$ cat src/rtl/buzzer_pkg.sv
// Shared definitions for the buzzer note path (arbiter, tone generator, song player).
// Contents: default note bus width, owner encodings, silent-note constant and the
// arbiter FSM state type.
package buzzer_pkg;

    // Note bus: 7 scale bits + 3 octave bits, carried through unmodified.
    localparam int unsigned NOTE_W  = 10;
    localparam int unsigned OWNER_W = 2;

    // Current owner of the buzzer note bus.
    localparam logic [OWNER_W-1:0] OWN_NONE = 2'b00;
    localparam logic [OWNER_W-1:0] OWN_MAN  = 2'b01;
    localparam logic [OWNER_W-1:0] OWN_AUTO = 2'b10;

    // An all-zero note means silence.
    localparam logic [NOTE_W-1:0] NOTE_SILENT = '0;

    typedef enum logic [1:0] {
        ST_IDLE   = 2'd0,
        ST_MANUAL = 2'd1,
        ST_AUTO   = 2'd2,
        ST_GAP    = 2'd3
    } arb_state_t;

endpackage : buzzer_pkg

$ cat src/rtl/switch_debounce.sv
// Debounces a vector of mechanical switch lines.
// Ports:
//   clk, rst_n  clock / asynchronous active-low reset
//   sw_raw      raw switch vector, asynchronous to clk
//   sw_db       debounced vector; updates once the synchronised vector has been
//               stable for DEB_CYCLES clocks
module switch_debounce #(
    parameter int unsigned NOTE_W     = 10,
    parameter int unsigned DEB_CYCLES = 1000000
) (
    input  logic              clk,
    input  logic              rst_n,
    input  logic [NOTE_W-1:0] sw_raw,
    output logic [NOTE_W-1:0] sw_db
);

    localparam int unsigned       CNT_W    = (DEB_CYCLES > 1) ? $clog2(DEB_CYCLES) : 1;
    localparam logic [CNT_W-1:0]  CNT_LAST = CNT_W'(DEB_CYCLES - 1);

    logic [NOTE_W-1:0] sync1;
    logic [NOTE_W-1:0] sync2;
    logic [CNT_W-1:0]  cnt;

    // Two-flop synchroniser plus stability counter. Comparing sync1 against sync2
    // spots a change of the synchronised vector one clock ahead, so the counter
    // restarts on the same edge that the new value lands in sync2. The counter
    // parks at CNT_LAST while the vector stays stable.
    always_ff @(posedge clk or negedge rst_n) begin
        if (!rst_n) begin
            sync1 <= '0;
            sync2 <= '0;
            cnt   <= '0;
            sw_db <= '0;
        end else begin
            sync1 <= sw_raw;
            sync2 <= sync1;
            if (sync1 != sync2) begin
                cnt <= '0;
            end else if (cnt == CNT_LAST) begin
                sw_db <= sync2;
            end else begin
                cnt <= cnt + 1'b1;
            end
        end
    end

endmodule : switch_debounce

$ cat src/rtl/buzzer_note_arbiter.sv
// Shares the buzzer note bus between live switch play (manual, priority) and an
// auto-play note stream, with a silent articulation gap between every change of
// owner or auto note.
// Ports:
//   clk, rst_n   clock / asynchronous active-low reset
//   sw_raw       raw switch vector (asynchronous)
//   manual_en    1 = switches may play
//   tick_en      one-cycle duration strobe for auto notes
//   auto_valid   auto note offered; auto_note / auto_dur its note and length in ticks
//   auto_ready   auto note accepted this cycle (IDLE only, combinational)
//   auto_abort   one-cycle pulse when an accepted auto note is cut by manual play
//   buzzer_note  registered note to the tone generator (0 = silence)
//   owner        00 none, 01 manual, 10 auto
module buzzer_note_arbiter
    import buzzer_pkg::*;
#(
    parameter int unsigned NOTE_W     = buzzer_pkg::NOTE_W,
    parameter int unsigned DUR_W      = 16,
    parameter int unsigned DEB_CYCLES = 1000000,
    parameter int unsigned GAP_CYCLES = 2000000
) (
    input  logic              clk,
    input  logic              rst_n,
    input  logic [NOTE_W-1:0] sw_raw,
    input  logic              manual_en,
    input  logic              tick_en,
    input  logic              auto_valid,
    input  logic [NOTE_W-1:0] auto_note,
    input  logic [DUR_W-1:0]  auto_dur,
    output logic              auto_ready,
    output logic              auto_abort,
    output logic [NOTE_W-1:0] buzzer_note,
    output logic [1:0]        owner
);

    localparam int unsigned      GAP_W    = (GAP_CYCLES > 1) ? $clog2(GAP_CYCLES) : 1;
    localparam logic [GAP_W-1:0] GAP_LAST = GAP_W'(GAP_CYCLES - 1);
    localparam logic [NOTE_W-1:0] SILENT  = NOTE_W'(NOTE_SILENT);

    logic [NOTE_W-1:0] sw_db;
    logic              manual_req;
    logic              ready_arm;
    logic              handshake;

    arb_state_t        state;
    arb_state_t        state_nxt;
    logic [DUR_W-1:0]  dur_cnt;
    logic [DUR_W-1:0]  dur_nxt;
    logic [GAP_W-1:0]  gap_cnt;
    logic [GAP_W-1:0]  gap_nxt;
    logic [NOTE_W-1:0] note_latch;
    logic [NOTE_W-1:0] latch_nxt;
    logic [NOTE_W-1:0] note_nxt;
    logic [1:0]        owner_nxt;
    logic              abort_nxt;

    switch_debounce #(
        .NOTE_W     (NOTE_W),
        .DEB_CYCLES (DEB_CYCLES)
    ) u_debounce (
        .clk    (clk),
        .rst_n  (rst_n),
        .sw_raw (sw_raw),
        .sw_db  (sw_db)
    );

    assign manual_req = manual_en && (sw_db != '0);

    // ready_arm holds auto_ready low while reset is asserted and for the first
    // clock after it is released.
    assign auto_ready = ready_arm && (state == ST_IDLE) && !manual_req;
    assign handshake  = auto_valid && auto_ready;

    // State, counters and registered outputs.
    always_ff @(posedge clk or negedge rst_n) begin
        if (!rst_n) begin
            state       <= ST_IDLE;
            dur_cnt     <= '0;
            gap_cnt     <= '0;
            note_latch  <= '0;
            ready_arm   <= 1'b0;
            buzzer_note <= '0;
            owner       <= OWN_NONE;
            auto_abort  <= 1'b0;
        end else begin
            state       <= state_nxt;
            dur_cnt     <= dur_nxt;
            gap_cnt     <= gap_nxt;
            note_latch  <= latch_nxt;
            ready_arm   <= 1'b1;
            buzzer_note <= note_nxt;
            owner       <= owner_nxt;
            auto_abort  <= abort_nxt;
        end
    end

    // Next state and next output values; outputs are silent / unowned unless a
    // state drives them.
    always_comb begin
        state_nxt = state;
        dur_nxt   = dur_cnt;
        gap_nxt   = '0;
        latch_nxt = note_latch;
        note_nxt  = SILENT;
        owner_nxt = OWN_NONE;
        abort_nxt = 1'b0;

        unique case (state)
            ST_IDLE: begin
                if (manual_req) begin
                    state_nxt = ST_MANUAL;
                    note_nxt  = sw_db;
                    owner_nxt = OWN_MAN;
                end else if (handshake) begin
                    state_nxt = ST_AUTO;
                    latch_nxt = auto_note;
                    dur_nxt   = (auto_dur == '0) ? DUR_W'(1) : auto_dur;
                    note_nxt  = auto_note;
                    owner_nxt = OWN_AUTO;
                end
            end

            ST_MANUAL: begin
                // Chord / octave changes pass straight through without a gap.
                if (!manual_req) begin
                    state_nxt = ST_GAP;
                end else begin
                    note_nxt  = sw_db;
                    owner_nxt = OWN_MAN;
                end
            end

            ST_AUTO: begin
                // Pre-emption is checked first so it wins over a same-cycle expiry.
                if (manual_req) begin
                    state_nxt = ST_GAP;
                    abort_nxt = 1'b1;
                end else if (tick_en && (dur_cnt <= DUR_W'(1))) begin
                    state_nxt = ST_GAP;
                end else begin
                    if (tick_en) begin
                        dur_nxt = dur_cnt - 1'b1;
                    end
                    note_nxt  = note_latch;
                    owner_nxt = OWN_AUTO;
                end
            end

            ST_GAP: begin
                // Requests wait here; the gap length is fixed regardless of input activity.
                if (gap_cnt == GAP_LAST) begin
                    state_nxt = ST_IDLE;
                end else begin
                    gap_nxt = gap_cnt + 1'b1;
                end
            end

            default: begin
                state_nxt = ST_IDLE;
            end
        endcase
    end

endmodule : buzzer_note_arbiter

$ cat config.mk
export PLATFORM = sky130hd
export DESIGN_NAME = buzzer_note_arbiter
export DESIGN_NICKNAME = d
export VERILOG_FILES = /design/src/rtl/buzzer_pkg.sv /design/src/rtl/switch_debounce.sv /design/src/rtl/buzzer_note_arbiter.sv
export SDC_FILE = /design/constraint.sdc
export NUM_CORES = 1
export LEC_CHECK = 0
export ABC_AREA = 1
export ABC_CLOCK_PERIOD_IN_PS = 2700
export CAP_MARGIN = 0
export CORE_UTILIZATION = 35
export CTS_CLUSTER_DIAMETER = 30
export CTS_CLUSTER_SIZE = 14
export DETAILED_ROUTE_END_ITERATION = 16
export MAX_ROUTING_LAYER = met4
export PLACE_DENSITY = 0.61
export REMOVE_ABC_BUFFERS = 1
export SYNTH_ARGS = -nofsm -noshare
export SYNTH_HDL_FRONTEND = slang
export SYNTH_HIERARCHICAL = 1
export SYNTH_SLANG_ARGS = --single-unit
$ cat constraint.sdc
create_clock -name clk -period 2.7 [get_ports clk]
set_input_delay 0.405 -clock clk [delete_from_list [all_inputs] [get_ports clk]]
set_output_delay 0.405 -clock clk [all_outputs]
set_load 0.01 [all_outputs]
Word-level counts from Yosys, hierarchy flattened
Index checks and enable logic that the tools add are counted.
{ "totals": {"register_bits": 113, "input_bits": 41, "output_inout_bits": 14, "word_cells": 80} }
{ "op_classes": {"n_addsub": 3, "n_lt_le_gt_ge": 1, "n_eq_ne": 16, "muxes": 32, "n_bitwise": 2, "n_reduce_logical": 14} }
{ "ops": {"columns": ["op", "n"], "rows": [
  ["16-bit 2-to-1 mux", 6],
  ["10-bit 2-to-1 mux", 5],
  ["21-bit 2-to-1 mux", 2],
  ["20-bit 2-to-1 mux", 2],
  ["16-bit case mux with 2 select lines", 1],
  ["10-bit case mux with 3 select lines", 1],
  ["21-bit by 1-bit adder with 21-bit output, second input constant", 1],
  ["21-bit equality test, second input constant", 1],
  ["20-bit by 1-bit adder with 20-bit output, second input constant", 1],
  ["20-bit equality test, second input constant", 1],
  ["2-bit 2-to-1 mux", 10],
  ["16-bit by 1-bit <= comparator with 1-bit output, second input constant", 1],
  ["16-bit logical NOT", 1],
  ["16-bit by 1-bit subtractor with 16-bit output, second input constant", 1],
  ["2-bit != test, second input constant", 7],
  ["10-bit != test", 1],
  ["10-bit nonzero test", 1],
  ["2-bit case mux with 4 select lines", 1],
  ["3-bit != test, second input constant", 2],
  ["2-bit case mux with 3 select lines", 1],
  ["6-bit AND reduction", 1],
  ["1-bit logical AND", 5],
  ["2-bit equality test, second input constant", 2],
  ["4-bit AND reduction", 1],
  ["other kinds (9)", 12]
]} }

Longest topological paths before layout
Gate-level depths: netlist of the first run.
{ "depth": {"depth_word": 8, "ltp_mapped": 13, "ltp_nobuf": 13} }

Modules after synthesis
Netlist of the first run, hierarchy kept.
{ "by_module_without_submodules": {"columns": ["module", "instances", "cells_each", "area_per_inst_um2", "seq_area_each_um2"], "rows": [
  ["buzzer_note_arbiter", 1, 541, 3833.7, 1576.5],
  ["switch_debounce", 1, 296, 2364.8, 1251.2]
]} }

Worst setup path before layout of the first run
No wires, ideal clock.
{ "synth_path": {"path_kind": "flip-flop to flip-flop", "startpoint": "register state[0]", "endpoint": "register dur_cnt[4]", "setup_ns": 0.116, "arrival_time_ns": 1.608, "t_required_ns": 2.584, "slack_ns": 0.976, "stages_incl_launch_ff": 12, "n_path_buf": 2, "synth_period_minus_slack_ns": 1.724, "cell_sequence": "dfrtp_1 -> inv_1 -> ha_1 -> buf_2 -> nand2_1 -> inv_2 -> nand3_4 -> nand2_4 -> nand3_4 -> buf_6 -> nand2_2 -> nand2_1"} }
{ "synth_via": {"elab_chain_cells": 6, "elab_cells_between_ends": 13, "classes_between": "eq/ne: 6; mux: 1; reduce/logical: 6"} }
{ "synth_rtl": {"columns": ["item", "line_no", "text"], "rows": [
  ["start: declaration", "buzzer_note_arbiter.sv:45", "arb_state_t state;"],
  ["start signal: assignment", "buzzer_note_arbiter.sv:86", "state <= state_nxt;"],
  ["2-bit logical NOT", "buzzer_note_arbiter.sv:71, buzzer_note_arbiter.sv:108", null],
  ["1-bit logical AND (2 in a row)", "buzzer_note_arbiter.sv:71", "assign auto_ready = ready_arm && (state == ST_IDLE) && !manual_req;"],
  ["1-bit logical AND", "buzzer_note_arbiter.sv:72", "assign handshake = auto_valid && auto_ready;"],
  ["2-bit != test (no source line)", null, null],
  ["6-bit AND reduction (no source line)", null, null],
  ["end signal: assignment", "buzzer_note_arbiter.sv:87", "dur_cnt <= dur_nxt;"],
  ["end: declaration", "buzzer_note_arbiter.sv:47", "logic [DUR_W-1:0] dur_cnt;"]
]} }
Several ways; a longest one is shown, not always the timed one.
A chain may end at the register's enable or synchronous reset.

Worst setup path after layout of the first run
{ "layout_path": {"startpoint": "register state[0]", "endpoint": "output auto_ready"} }
{ "layout_via": {"elab_chain_cells": 3} }
{ "layout_rtl": {"columns": ["item", "line_no", "text"], "rows": [
  ["2-bit logical NOT", "buzzer_note_arbiter.sv:71", null],
  ["1-bit logical AND (2 in a row)", "buzzer_note_arbiter.sv:71", null],
  ["end: declaration", "buzzer_note_arbiter.sv:30", "output logic auto_ready,"]
]} }
Every way passes these cells.

==> impl_metrics.json, run 1 <==
{
  "powerDensity_nw_per_um2": 872,
  "rsz0062_at_grt": "no",
  "fin_setup_tns_ns": 0,
  "ys_seq_area_share_pct": 45.6,
  "die_w_um": 135,
  "grt_max_degree": 43,
  "p_leak_nw": 3.71,
  "fin_skew_ns": 0.00768,
  "crit_slowest_cell": "clkdlybuf4s50_1",
  "crit_path_end_kind": "output pin",
  "drv_slew": 0,
  "layout-drive-gt1-share_pct": 8.92,
  "synth_flop_cell": "dfrtp_1",
  "worst-path-buf-inv": 2,
  "r2r_cells": 9,
  "holdPathStages": 0,
  "r2r-end": "dur_cnt[0]$_DFFE_PN0P_",
  "r2r_start": "state[0]$_DFFE_PN0P_",
  "hp-class": "reg -> reg",
  "synth_area_per_cell_um2": 7.41,
  "synth_top_cell_by_area": "dfrtp_1",
  "synth_area_leaders": "dfrtp_1 46%, nand2_1 15%, nor2_1 7.8%",
  "grt_pass1_wl_um": 25400,
  "first_global_vias": 5400,
  "synth_cells": 837,
  "wire_per_inst_um": 13.1,
  "cp.required_ns": 2.30,
  "ant_nets": 0,
  "grt.total_usage_pct": 18.4,
  "first_pass_iters": 5,
  "maxCapViolCount": 0,
  "cts.path.max_buffers": 2,
  "fin_crit_ns": 2.59,
  "place_congestion": 0.846,
  "maxSlewHeadroom_pct": 64.6,
  "yosysTopAreaCellShare_pct": 45.6,
  "ys_ff_latch": 113,
  "crit_chain": "inv_1, ha_1, nand2_1, nor2_1, clkdlybuf4s50_1",
  "core_area_um2": 17300,
  "chipHeight_um": 135,
  "synth_warnings": 6,
  "synth_edf_count": 0,
  "pre_cts_ws_ns": 0.470,
  "drc": 0,
  "async_flop_share_pct": 100,
  "clkTransAtPathRegs_ns": 0.05,
  "die_area_um2": 18200,
  "port_buffers": 54,
  "ff2ff_setup_slack_ns": 0.58,
  "crit_fanout": 8,
  "hold_slack_ns": 0.394,
  "synth.cell_area_um2": 6200,
  "peakVddDrop_uv": 502,
  "worstSkewPairLatency_ns": 0.42,
  "cts_made_buffers": 17,
  "cpLargestDelayFamily": "buffers and inverters",
  "max_freq_mhz": 386,
  "start_util_pct": 35.8,
  "wirelength_um": 15000,
  "setup_viol": 0,
  "critPathArrivalTime_ns": 2.19,
  "worstMarginPinSlew_ns": 0.531,
  "antenna_cells": 0,
  "worstHoldStart": "u_debounce/sync1[8]$_DFF_PN0_",
  "drtIter0Drc": 269,
  "vias": 5433,
  "overflow": 0,
  "yosysUniqueCellTypes": 43,
  "setup_ws_ns": 0.107,
  "post-route-period-util_pct": 96.0,
  "tritoncts": "done",
  "cts_resized": 0,
  "htree_levels": 4,
  "antenna_found_initial": 0,
  "critPathLaunchType": "flip-flop",
  "path_class": "reg -> out",
  "clkSinkCount": 113,
  "routed_via_density": 4.75,
  "cts_root_buffer": "clkbuf_16",
  "timing_hold_violations_final": 0,
  "area_delta_synth_final_pct": 23.3,
  "status": "finished clean",
  "fin_nets": 957,
  "ios": 55,
  "hold_path_end": "u_debounce/sync2[8]$_DFF_PN0_",
  "rows": 48,
  "dp_hpwl_um": 11000,
  "max_stage_delay_ns": 0.56
}
-- where the power goes --
group / switching [mW] / internal, mW / leakage [nW]
Combinational: 1.27 / 0.766 / 1.93
Sequential: 0.241 / 1.99 / 1.48
Clock: 0.828 / 1.57 / 0.304
-- what timing repair did --
| item | in CTS | in global routing |
|---|---|---|
| hold buffers | 1 | 0 |
| endpoints found under the hold margin | 36 | 0 |
| buffers inserted | 0 | 0 |
-- metal layers --
| layer | global-route usage [%] | vias up | routed length [um] |
|---|---|---|---|
| met5 | - | - | 0 |
| met4 | 7.37 | 0 | 306 |
| met3 | 3.98 | 22 | 513 |
| met2 | 29.9 | 106 | 7380 |
| met1 | 22.3 | 2530 | 6780 |
| li1 | - | 2775 | - |
-- through the flow --
stage | std cells | instance area, um^2 | total power, mW | util [%]
2_1_floorplan | 821 | 6080 | 3.56 | -
3_3_place_gp | 1112 | 7010 | 4.26 | 40.5
3_5_place_dp | 1112 | 7010 | 4.30 | 40.5
4_1_cts | 1144 | 7640 | 6.72 | 44.2
5_1_grt | 1144 | 7640 | 7.11 | 44.2
6_report | 1144 | 7640 | 6.67 | 44.2
-- synthesized netlist by cell type, drive strengths merged (2+ instances only) --
master,count
dfrtp,113
nand3b,2
a21oi,25
clkbuf,3
and3,2
a31oi,3
ha,9
nor3,17
o21ai,22
nor2,136
nand3,91
or2,4
xor2,9
o211ai,2
o21bai,3
nand2,259
nand4,16
buf,13
inv,101
-- kinds of logic after synthesis --
family / count (synthesis) / synth area share [%]
AND/OR/NAND/NOR: 531 / 38.2
buffers and inverters: 117 / 7.95
flip-flops: 113 / 45.6
AO/OA/AOI/OAI: 56 / 4.91
XOR/XNOR: 10 / 1.41
adder cells (fa/ha/maj): 9 / 1.82
other: 1 / 0.0605
-- cells in the final DEF, fill, tap and decap left out, drive strengths merged, types with 2 or more instances in the layout --
master,n
nand2,259
a31oi,3
buf,13
o21ai,22
o211ai,2
clkdlybuf4s50,53
xor2,9
bufinv,4
clkinv,5
clkbuf,19
a21oi,25
nor3,17
o21bai,3
nand3,91
inv,103
nor2,136
ha,9
or2,4
and3,2
nand4,16
nand3b,2
dfrtp,113
-- area by class of cell --
cell class                      instances  area [um^2]
Clock buffer                           19          443
Timing Repair Buffer                   67          651
Inverter                              101          379
Multi-Input combinational cell        607         2880
Tap cell                              225          282
Fill cell                            1758         9660
Clock inverter                         12          181
Sequential cell                       113         2830
-- state kept, by name, indices dropped and copies added, names as in the netlist --
| register | flops |
|---|---|
| gap_cnt | 21 |
| ready_arm | 1 |
| state | 2 |
| u_debounce/sw_db | 10 |
| note_latch | 10 |
| u_debounce/cnt | 20 |
| owner | 2 |
| dur_cnt | 16 |
| auto_abort | 1 |
| buzzer_note | 10 |
| u_debounce/sync1 | 10 |
| u_debounce/sync2 | 10 |
-- worst max-delay path by stage --
stage / from / cells past startpoint / slack, ns / to
floorplan: state[0]$_DFFE_PN0P_ / 9 / 0.61 / dur_cnt[0]$_DFFE_PN0P_
global placement: manual_en / 5 / 0.46 / auto_ready
detailed placement: manual_en / 5 / 0.47 / auto_ready
CTS: state[0]$_DFFE_PN0P_ / 5 / 0.07 / auto_ready
global route: state[0]$_DFFE_PN0P_ / 5 / 0.008 / auto_ready
finish: state[0]$_DFFE_PN0P_ / 5 / 0.11 / auto_ready
-- worst register-to-register path: stages, from the launching register on --
cell and delay, ns:
dfrtp_1 0.43, inv_1 0.10, ha_1 0.34, nand2_1 0.16, inv_2 0.18, nand3_4 0.10
nand2_4 0.21, nand3_4 0.28, nand2_1 0.15, nand2_1 0.06
Note: power is estimated with default switching activity, not from simulation.
==> inputs of run 2 (changes only) <==
--- a/config.mk
+++ b/config.mk
@@ -8,12 +8,13 @@
 export ABC_AREA = 1
 export ABC_CLOCK_PERIOD_IN_PS = 2700
 export CAP_MARGIN = 0
+export CORE_MARGIN = 2
 export CORE_UTILIZATION = 35
 export CTS_CLUSTER_DIAMETER = 30
 export CTS_CLUSTER_SIZE = 14
 export DETAILED_ROUTE_END_ITERATION = 16
 export MAX_ROUTING_LAYER = met4
-export PLACE_DENSITY = 0.61
+export PLACE_DENSITY = 0.53
 export REMOVE_ABC_BUFFERS = 1
 export SYNTH_ARGS = -nofsm -noshare
 export SYNTH_HDL_FRONTEND = slang
==> run 2 against run 1 <==
Core utilization fell by 0.38 points. Non-clock buffer count did not move. Combinational power barely moved. Die area rose by 3.0%. Sequential power barely moved. Clock power fell by 12%. Fmax rose by 2.4%. Sequential cell count did not move. Wire length rose by 0.72%. Critical path depth rose by 2. Worst setup slack improved by 0.060 ns. Total power fell by 3.7%. Largest power group is now sequential cells. Highest routed layer unchanged.
==> impl_metrics.json, run 2 (same netlist as run 1, synthesis figures left out) <==
{
  "status": "finished clean",
  "hold_path_end": "u_debounce/sync2[7]$_DFF_PN0_",
  "wire_per_inst_um": 13.2,
  "critPathLaunchType": "flip-flop",
  "port_buffers": 54,
  "pre_cts_ws_ns": 0.457,
  "htree_levels": 4,
  "post-route-period-util_pct": 93.8,
  "dp_hpwl_um": 11100,
  "drtIter0Drc": 296,
  "rows": 48,
  "regMostFlops": "gap_cnt",
  "p_leak_nw": 3.66,
  "drv_slew": 0,
  "final_common_cell": "nand2_1",
  "vias": 5327,
  "nFillCells": 1786,
  "drc": 0,
  "chipHeight_um": 137,
  "cts_root_buffer": "clkbuf_16",
  "seqCellArea_um2": 2830,
  "grt.total_usage_pct": 17.9,
  "first_global_vias": 5177,
  "hold_slack_ns": 0.393,
  "cts.path.max_buffers": 2,
  "fin_crit_ns": 2.53,
  "antenna_cells": 0,
  "clkSinkCount": 113,
  "largest_register_ffs": 21,
  "layout-drive-gt1-share_pct": 9.03,
  "cts_setup_buffers": 0,
  "cp.required_ns": 2.30,
  "crit_fanout": 4,
  "clkTransAtPathRegs_ns": 0.06,
  "cts_made_buffers": 17,
  "timing_hold_violations_final": 0,
  "ios": 55,
  "max_freq_mhz": 395,
  "setup_ws_ns": 0.167,
  "multiInputGateArea_um2": 2880,
  "tritoncts": "done",
  "worstHoldStart": "u_debounce/sync1[7]$_DFF_PN0_",
  "r2r_start": "u_debounce/sw_db[0]$_DFFE_PN0P_",
  "post-route-util_pct": 43.8,
  "ff2ff_setup_slack_ns": 0.58,
  "place_congestion": 0.842,
  "r2r_cells": 10,
  "fin_skew_ns": 0.00946,
  "dpl_cell_area_um2": 7010,
  "overflow": 0,
  "area_delta_synth_final_pct": 22.2,
  "crit_path_end_kind": "output pin",
  "grt_pass1_wl_um": 25500,
  "r2r-end": "dur_cnt[11]$_DFFE_PN0P_",
  "grt_max_degree": 47,
  "worstSkewPairLatency_ns": 0.41,
  "top_regs": "gap_cnt: 21 flops, u_debounce/cnt: 20 flops, dur_cnt: 16 flops",
  "fin_nets": 957,
  "wirelength_um": 15100,
  "first_pass_iters": 4,
  "fin_setup_tns_ns": 0,
  "holdPathStages": 0,
  "setup_viol": 0,
  "maxCapViolCount": 0,
  "hp-class": "reg -> reg",
  "powerDensity_nw_per_um2": 847,
  "rsz0062_at_grt": "no",
  "start_util_pct": 35.8,
  "die_area_um2": 18800,
  "ant_nets": 0,
  "fin_area_um2": 7570,
  "peakVddDrop_uv": 479,
  "core_area_um2": 17300,
  "routed_via_density": 4.66,
  "die_w_um": 137,
  "path_class": "reg -> out",
  "critPathArrivalTime_ns": 2.13,
  "final_cell_mix": "243 x nand2_1, 128 x nor2_1, 113 x dfrtp_1",
  "antenna_found_initial": 0
}
==> run 2: cell count changes in the layout (fill, tap and decap cells not counted), sizes merged <==
cell / change
inv: -1
bufinv: -3
clkinvlp: +4
==> run 2: metal layers <==
layer	share of wire [%]	vias up	routed length [um]	GRT usage, %
met3	3.4	15	514	4.37
met4	1.1	0	159	4.01
met2	48	70	7260	29.5
met5	0	-	0	-
met1	47	2456	7150	22.3
li1	-	2786	-	-
==> run 2: worst max-delay path by stage <==
stage,end,startpoint
after floorplan,dur_cnt[0]$_DFFE_PN0P_,state[0]$_DFFE_PN0P_
after global placement,auto_ready,manual_en
after detailed placement,dur_cnt[10]$_DFFE_PN0P_,manual_en
after CTS,auto_ready,state[0]$_DFFE_PN0P_
after global routing,auto_ready,u_debounce/sw_db[0]$_DFFE_PN0P_
final,auto_ready,u_debounce/sw_db[0]$_DFFE_PN0P_
==> run 2: area by class of cell <==
| class | instances | share of cell area (%) |
|---|---|---|
| Timing Repair Buffer | 67 | 8.59 |
| Multi-Input combinational cell | 607 | 38.0 |
| Sequential cell | 113 | 37.3 |
| Clock inverter | 12 | 1.49 |
| Inverter | 101 | 5.00 |
| Clock buffer | 19 | 5.85 |
| Tap cell | 225 | 3.72 |
==> run 2: worst max-delay path, stage by stage (launching register included) <==
cell	delay [ns]
dfrtp_1	0.41
or2_4	0.27
nor2_4	0.12
nand2_4	0.07
nand2_4	0.06
inv_1	0.08
nor2_1	0.15
clkdlybuf4s50_1	0.56
==> run 2: stage by stage <==
stage / power (mW) / std cells
floorplan: 3.56 / 821
global placement: 4.31 / 1112
detailed placement: 4.32 / 1112
CTS: 6.48 / 1144
global route: 6.88 / 1144
finish: 6.42 / 1144
==> run 2: timing repair <==
item                                    CTS  global route
hold buffers                              1             0
endpoints found under the hold margin    33             0
gates resized for setup                   0             1
endpoints found under the setup margin    0             1
==> run 2: power breakdown <==
| group | switching [mW] | internal (mW) | total, mW |
|---|---|---|---|
| clock | 0.834 | 1.28 | 2.12 |
| sequential | 0.239 | 1.99 | 2.23 |
| combinational | 1.30 | 0.775 | 2.07 |
| total | 2.37 | 4.05 | 6.42 |
